===== src/rtl/cache_bus_arbiter.sv =====
// Shared-bus arbiter for four cores (DL + IL ports each): round-robin processor
// grant, with one nested snoop grant (cache or memory) under the current owner.
module cache_bus_arbiter (
  input  logic       clk,
  input  logic       rst,
  input  logic [7:0] Com_Bus_Req_proc,
  input  logic [7:0] Com_Bus_Req_snoop,
  input  logic       Mem_snoop_req,
  output logic [7:0] Com_Bus_Gnt_proc,
  output logic [7:0] Com_Bus_Gnt_snoop,
  output logic       Mem_snoop_gnt,
  output logic [2:0] Bus_owner
);

  typedef enum logic [1:0] {
    IDLE  = 2'd0,
    PROC  = 2'd1,
    SNOOP = 2'd2
  } state_e;

  typedef struct packed {
    logic       found;
    logic [2:0] idx;
  } pick_t;

  // First set bit at or above ptr, wrapping 7->0.
  function automatic pick_t rr_pick(input logic [7:0] req, input logic [2:0] ptr);
    pick_t      res;
    logic [2:0] idx;
    res = '0;
    for (int i = 0; i < 8; i++) begin
      idx = ptr + 3'(i);
      if (!res.found && req[idx]) begin
        res.found = 1'b1;
        res.idx   = idx;
      end
    end
    return res;
  endfunction

  state_e     state_q, state_d;
  logic [7:0] gnt_proc_q, gnt_proc_d;
  logic [7:0] gnt_snoop_q, gnt_snoop_d;
  logic       mem_gnt_q, mem_gnt_d;
  logic [2:0] owner_q, owner_d;
  logic [2:0] rr_ptr_q, rr_ptr_d;
  logic [2:0] snoop_ptr_q, snoop_ptr_d;
  logic [2:0] snoop_idx_q, snoop_idx_d;
  logic       ready_q;

  pick_t      proc_pick;
  pick_t      snoop_pick;
  logic [7:0] snoop_elig;
  logic       owner_req;

  always_comb begin
    // NOTE: every next-state signal gets its hold value first so no path through
    // the case statement can leave one unassigned and infer a latch.
    state_d     = state_q;
    gnt_proc_d  = gnt_proc_q;
    gnt_snoop_d = gnt_snoop_q;
    mem_gnt_d   = mem_gnt_q;
    owner_d     = owner_q;
    rr_ptr_d    = rr_ptr_q;
    snoop_ptr_d = snoop_ptr_q;
    snoop_idx_d = snoop_idx_q;

    proc_pick  = rr_pick(Com_Bus_Req_proc, rr_ptr_q);
    // The owner's one-hot grant masks its own snoop request out of contention.
    snoop_elig = Com_Bus_Req_snoop & ~gnt_proc_q;
    snoop_pick = rr_pick(snoop_elig, snoop_ptr_q);
    owner_req  = Com_Bus_Req_proc[owner_q];

    unique case (state_q)
      IDLE: begin
        if (ready_q && proc_pick.found) begin
          state_d    = PROC;
          gnt_proc_d = 8'(1) << proc_pick.idx;
          owner_d    = proc_pick.idx;
        end
      end

      PROC: begin
        if (!owner_req) begin
          state_d     = IDLE;
          gnt_proc_d  = '0;
          gnt_snoop_d = '0;
          mem_gnt_d   = 1'b0;
          rr_ptr_d    = owner_q + 3'd1;
        end else if (snoop_pick.found) begin
          state_d     = SNOOP;
          gnt_snoop_d = 8'(1) << snoop_pick.idx;
          snoop_idx_d = snoop_pick.idx;
        end else if (Mem_snoop_req) begin
          state_d   = SNOOP;
          mem_gnt_d = 1'b1;
        end
      end

      SNOOP: begin
        // Owner release wins over any outstanding snoop activity.
        if (!owner_req) begin
          state_d     = IDLE;
          gnt_proc_d  = '0;
          gnt_snoop_d = '0;
          mem_gnt_d   = 1'b0;
          rr_ptr_d    = owner_q + 3'd1;
        end else if (mem_gnt_q) begin
          if (!Mem_snoop_req) begin
            state_d   = PROC;
            mem_gnt_d = 1'b0;
          end
        end else if (!Com_Bus_Req_snoop[snoop_idx_q]) begin
          state_d     = PROC;
          gnt_snoop_d = '0;
          snoop_ptr_d = snoop_idx_q + 3'd1;
        end
      end

      default: begin
        state_d     = IDLE;
        gnt_proc_d  = '0;
        gnt_snoop_d = '0;
        mem_gnt_d   = 1'b0;
      end
    endcase
  end

  // NOTE: state registers use non-blocking assignments so every flop samples
  // the pre-edge values regardless of statement order.
  always_ff @(posedge clk) begin
    if (rst) begin
      state_q     <= IDLE;
      gnt_proc_q  <= '0;
      gnt_snoop_q <= '0;
      mem_gnt_q   <= 1'b0;
      owner_q     <= '0;
      rr_ptr_q    <= '0;
      snoop_ptr_q <= '0;
      snoop_idx_q <= '0;
      ready_q     <= 1'b0;
    end else begin
      state_q     <= state_d;
      gnt_proc_q  <= gnt_proc_d;
      gnt_snoop_q <= gnt_snoop_d;
      mem_gnt_q   <= mem_gnt_d;
      owner_q     <= owner_d;
      rr_ptr_q    <= rr_ptr_d;
      snoop_ptr_q <= snoop_ptr_d;
      snoop_idx_q <= snoop_idx_d;
      // Holds off the first grant until the second edge after reset release.
      ready_q     <= 1'b1;
    end
  end

  assign Com_Bus_Gnt_proc  = gnt_proc_q;
  assign Com_Bus_Gnt_snoop = gnt_snoop_q;
  assign Mem_snoop_gnt     = mem_gnt_q;
  assign Bus_owner         = owner_q;

endmodule


===== config.mk =====
export PLATFORM = sky130hd
export DESIGN_NAME = cache_bus_arbiter
export DESIGN_NICKNAME = d
export VERILOG_FILES = /design/src/rtl/cache_bus_arbiter.sv
export SDC_FILE = /design/constraint.sdc
export NUM_CORES = 1
export LEC_CHECK = 0
export CAP_MARGIN = 20
export CORE_UTILIZATION = 33
export DETAILED_ROUTE_END_ITERATION = 8
export GPL_ROUTABILITY_DRIVEN = 0
export GPL_TIMING_DRIVEN = 1
export PLACE_DENSITY = 0.6
export SKIP_LAST_GASP = 1
export SLEW_MARGIN = 20
export SYNTH_ARGS = -nofsm -noshare
export SYNTH_HDL_FRONTEND = slang
export SYNTH_SLANG_ARGS = --single-unit

===== constraint.sdc =====
create_clock -name clk -period 3.1 [get_ports clk]
set_input_delay 0.775 -clock clk [delete_from_list [all_inputs] [get_ports clk]]
set_output_delay 0.775 -clock clk [all_outputs]
set_load 0.05 [all_outputs]

---- Yosys cells after proc, flatten, opt, wreduce, memory -nomap -nowiden ----
Cells that the tools add are included.
storage, ports and cells
  RAM bits ................................ 0
  bits in registers ....................... 32
  bits in read-only memories .............. 0
  logic and storage cells ................. 180
  memories kept ........................... 0
  bits in latches ......................... 0
operators by class
  reductions and logical operators ........ 39
  add/sub/neg operators ................... 16
  bitwise logic cells ..................... 6
  $mul .................................... 0
  mux-type cells .......................... 78
  shifts and indexed selects .............. 2
  magnitude comparators ................... 18
  eq/ne operators ......................... 12
  div/mod/pow operators ................... 0
operators by type and width
  cell                                                        count
  less-than comparator 3 x 4 -> 1 bit, second input constant  18
  2-to-1 mux 4 bit                                            16
  2-to-1 mux 8 bit                                            7
  binary-select mux 1 bit (select 3 bit)                      18
  2-to-1 mux 1 bit                                            25
  adder 3 bit, second input constant                          8
  one-hot mux 8 bit (3 select lines)                          1
  2-to-1 mux 2 bit                                            8
  one-hot mux 8 bit (2 select lines)                          1
  left shift 1 x 3 -> 8 bit, first input constant             2
  logical AND 1 bit                                           15
  != test 3 bit, second input constant                        5
  logical NOT 1 bit                                           14
  adder 3 x 1 -> 3 bit, second input constant                 4
  adder 3 x 2 -> 3 bit, second input constant                 4
  != test 4 bit, second input constant                        3
  AND reduction 4 bit                                         3
  bitwise AND 8 bit                                           1
  NOT 8 bit                                                   1
  one-hot mux 2 bit (3 select lines)                          1
  AND reduction 2 bit                                         3
  AND reduction 3 bit                                         2
  != test 2 bit, second input constant                        2
  NOT 1 bit                                                   4
  other kinds (5)                                             5

---- Logic depth before layout (Yosys ltp) ----
  word-level depth ........................ 30
  gate-level depth with buffers ........... 13
  depth with buffers taken out ............ 10

---- Least setup slack after synthesis ----
No wires, ideal clock.
  kind .................................... register -> register
  start ................................... reg rr_ptr_q[1]
  end ..................................... reg gnt_proc_q[4], in the netlist Com_Bus_Gnt_proc[4]
  cell stages (with the launch flop) ...... 12
  clock period less this slack ............ 3.154 ns
  path slack .............................. -0.054 ns
  arrival ................................. 3.036 ns
  path through ............................ dfxtp_1 buf_2 inv_1 ha_1 buf_2 mux4_2 mux2_2 a2bb2oi_1 a2111oi_0 o22ai_1 o211a_1 a32o_1
between the ends
  word-level cells in the longest chain between the ends .. 27
  elaborated cells between the ends (all ways) .. 51
  classes of those cells .................. add/sub: 7; eq/ne: 1; shift: 1; mux: 26; reduce/logical: 16
ends and longest elaborated chain
  element                                                                    RTL line  text
  from (decl)                                                                46        logic [2:0] rr_ptr_q, rr_ptr_d;
  from (signal assigned)                                                     148       rr_ptr_q <= rr_ptr_d;
  branches (longest 23 deep; another with adder 3 x 1 -> 3 bit)              --
  2-to-1 mux 4 bit *                                                         33        if (!res.found && req[idx]) begin
  left shift 1 x 3 -> 8 bit or logical AND 1 bit (tied branches)             78, 76
  2-to-1 mux 8 bit or != test 2 bit (tied branches)                          --
  one-hot mux 8 bit (2 select lines) or AND reduction 2 bit (tied branches)  --
  to (signal assigned)                                                       144       gnt_proc_q <= gnt_proc_d;
  to (decl)                                                                  42        logic [7:0] gnt_proc_q, gnt_proc_d;
Mark *: on every way between the ends. The select of a mux whose other input is x is not followed.
A chain may end at the register's enable or synchronous reset.

---- Worst setup path in the final report ----
  start ................................... in Com_Bus_Req_snoop[6]
  end ..................................... reg gnt_snoop_q[6], in the netlist Com_Bus_Gnt_snoop[6]
between the ends
  word-level cells in the longest chain between the ends .. 29
  elaborated cells between the ends (all ways) .. 48
  classes of those cells .................. eq/ne: 2; shift: 1; mux: 29; bitwise: 1; reduce/logical: 15
ends and longest elaborated chain
  element                                 RTL line  text
  from (decl)                             7         input logic [7:0] Com_Bus_Req_snoop,
  bitwise AND 8 bit                       70        snoop_elig = Com_Bus_Req_snoop & ~gnt_proc_q;
  binary-select mux 1 bit (select 3 bit)  33
  2-to-1 mux 1 bit (implied by the code)  33
  2-to-1 mux 4 bit                        33
  logical NOT 1 bit                       33
  logical AND 1 bit                       33
  2-to-1 mux 4 bit                        33
  logical NOT 1 bit                       33
  [13 not listed]                         --
  2-to-1 mux 4 bit                        33
  logical NOT 1 bit                       33
  logical AND 1 bit                       33
  2-to-1 mux 4 bit                        33
  left shift 1 x 3 -> 8 bit               92        gnt_snoop_d = 8'(1) << snoop_pick.idx;
  2-to-1 mux 8 bit                        90        end else if (snoop_pick.found) begin
  2-to-1 mux 8 bit                        84        if (!owner_req) begin
  one-hot mux 8 bit (3 select lines)      74        unique case (state_q)
  to (signal assigned)                    145       gnt_snoop_q <= gnt_snoop_d;
  to (decl)                               43        logic [7:0] gnt_snoop_q, gnt_snoop_d;
Parallel ways exist; a longest one is shown, timed or not. The select of a mux whose other input is x is not followed.

==> metrics.cfg <==
[setup_path]
start_kind=primary input
critical_path_class=primary input to register
critical-path-top-delay-family=simple AND/OR/NAND/NOR gates
worstRegToRegCells=9
slowest_stage=mux4_2
critPathMaxFanout=8
crit_buf_inv=1
critical_path.cell_chain=clkdlybuf4s50_1, nor2b_2, mux4_2, mux2_4, nand2b_2, or3_1, a21oi_4, a32o_1
crit_path_end_kind=register
worst-path-stages=8
worst_path_largest_cell_delay_ns=0.49
critPathRequiredTime_ns=3.33
arrival_ns=3.27

[yosys]
syn_avg_cell_area_sq_um=9.48
yosysUniqueCellTypes=73
netlist_instances=361
synth_ff_type=dfxtp_1
synth-async-reset-ratio_pct=0
synth_area_sq_mm=0.00342
yosys_warnings=0
syn_nets=390
synth-edff-count=0
ys_ff_latch=32
synth-seq-area-share_pct=18.7

[global_routing]
grt_max_degree=20
grt_pass1_wl_mm=16.2
antenna_found_initial=0
grt_pass1_vias=3251
grt_usage_pct=18.4
grt_overflow=0

[power]
p_total_mw=4.45
p_leak_nw=1.83
pwr_density_cell_mw_per_mm2=946
max-vdd-ir-drop_v=0.000657

[min_path]
whs_path_depth=1
min_path_type=register to register

[cells_and_area]
drive_above_1_share_pct=37.7
final_cells=603
antenna_cells=0
nets=498
fill_cells=975
area_delta_synth_final_pct=37.5

[timing]
slew_violations=0
fmax_ghz=0.330
worst_pin_slew_ns=0.524
period_share_pct=97.8
finalHoldViolations=0
rsz0062_at_grt=true
setup_viol=0
fin_worst_skew_ns=0.00233
timing.final.crit_period_ns=3.03
slew_headroom_pct=65.0

[cts]
cts_tree=yes
cts.sinks=32
cts_max_path_buffers=2
clock_latency_ns=0.29
clk_pin_slew_worst_paths_ns=0.07
cts_buffers=5
cts_root_buf=clkbuf_8
cts_max_level=2
postCtsHoldBufs=0

[run_status]
status=finished clean

[route]
dr.pass1.iters=4
routed_wl_mm=9.90
drc=0
first_iter_violations=189
vias=3366
vias_per_cell=5.58
antenna_left=0
wl_per_cell_microns=16.4

[floorplan]
dieWidth_microns=104
core_area_sq_mm=0.00991
placementRows=36
die-area_sq_mm=0.0108
chipHeight_microns=104
initial_utilization_pct=34.5
io_pins=39

[place]
port_buffers=38
placed_cells=593
dp.final_hpwl_mm=7.81

[run]
drv_cap=0

-- layout make-up --
| class | instances | area, sq um | share of cell area (%) |
|---|---|---|---|
| well taps | 133 | 166 | 3.54 |
| clock buffers | 6 | 82.6 | 1.75 |
| clock inverters | 2 | 10.0 | 0.213 |
| inverters | 18 | 67.6 | 1.44 |
| flip-flops and latches | 32 | 641 | 13.6 |
| repair buffers | 117 | 958 | 20.4 |
| multi-input cells | 295 | 2780 | 59.1 |
-- placed cells by master, fill, tap and decap left out, types with 3 or more instances in the layout --
master,synthesis,layout
inv_1,16,16
nand2_1,31,30
nor2b_2,0,4
nor2_1,29,28
mux4_2,25,27
buf_4,3,79
o21ai_1,5,4
clkbuf_8,0,6
nand3_1,9,6
o22ai_1,3,3
a22oi_1,3,3
mux2i_1,26,24
a21oi_2,2,5
clkdlybuf4s50_1,0,26
xor2_1,4,4
dfxtp_1,32,32
a21oi_1,16,13
dlygate4sd2_1,0,12
a32o_1,12,12
xnor2_1,3,3
mux2_4,1,3
o211ai_1,3,3
o21ai_0,9,9
ha_1,10,9
nand2b_1,16,15
mux2_2,12,10
a211oi_1,7,7
nand3_2,0,3
-- metrics by stage --
step           area (sq um)  util [%]  worst slack [ns]  TNS (ns)  hold slack [ns]
2_1_floorplan          3430         -            0.0175         0            0.466
3_3_place_gp           4460      45.0            -0.411     -8.14            0.454
3_5_place_dp           4460      45.0            -0.497     -9.49            0.457
4_1_cts                4600      46.5            0.0151         0            0.473
5_1_grt                4710      47.5           -0.0324    -0.157            0.486
6_report               4710      47.5            0.0669         0            0.469
-- registers in the layout (all words and copies together), names as in the netlist --
name,cells
Bus_owner,3
Com_Bus_Gnt_proc,8
ready_q,1
snoop_ptr_q,3
snoop_idx_q,3
rr_ptr_q,3
state_q,2
Mem_snoop_gnt,1
Com_Bus_Gnt_snoop,8
-- cell families after synthesis --
kind of cell | Yosys count | share of synthesized area [%]
and+or+nand+nor | 119 | 19.0
buffers and inverters | 34 | 4.68
adders and majority gates | 10 | 3.65
AOI/OAI and AO/OA | 91 | 21.0
xor gates and xnor gates | 8 | 2.27
DFF | 32 | 18.7
muxes | 67 | 30.7
-- per-layer routing --
layer / share of wire [%] / track usage, % / up-vias
li1: - / - / 1632
met1: 46 / 24.9 / 1636
met2: 47 / 30.2 / 82
met3: 5.5 / 2.88 / 16
met4: 1.7 / 5.51 / 0
met5: 0 / 0 / -
-- synthesized netlist by cell type, drive strengths merged, types with 3 or more instances --
master	instances	share of area, %
a211oi	8	1.9
a21oi	19	3.3
a22oi	4	1.0
a2bb2oi	3	0.77
a31oi	3	0.73
a32o	12	3.5
buf	10	2.0
clkbuf	6	0.66
dfxtp	32	19
ha	10	3.7
inv	18	2.0
mux2	13	4.4
mux2i	26	7.6
mux4	28	19
nand2	32	3.6
nand2b	17	3.3
nand3	9	1.3
nor2	30	3.4
nor2b	6	1.1
nor3	3	0.77
nor4bb	3	0.88
o211ai	3	0.66
o21ai	14	2.0
o22ai	3	0.55
or3	3	0.69
xnor2	3	0.77
xor2	5	1.5
-- repair_timing --
item / 4_1_cts / 5_1_grt
gates resized for setup: 29 / 21
pin swaps: 7 / 3
buffers inserted: 2 / 0
endpoints found under the setup margin: 22 / 21
-- where the power goes --
part | switching, mW | total (mW) | internal, mW
Sequential | 0.135 | 0.639 | 0.503
Clock | 0.162 | 0.339 | 0.177
Combinational | 1.80 | 3.47 | 1.67
Total | 2.10 | 4.45 | 2.35
-- worst paths after layout --
check / to / slack (ns) / start
hold / removal: Com_Bus_Gnt_snoop[1] / 0.47 / Com_Bus_Gnt_snoop[1]
setup / recovery: Com_Bus_Gnt_snoop[6] / 0.07 / Com_Bus_Req_snoop[6]
setup reg to reg: Com_Bus_Gnt_snoop[6] / 0.13 / snoop_ptr_q[1]
hold reg to reg: Com_Bus_Gnt_snoop[1] / 0.47 / Com_Bus_Gnt_snoop[1]
Note: power is estimated with default switching activity, not from simulation.
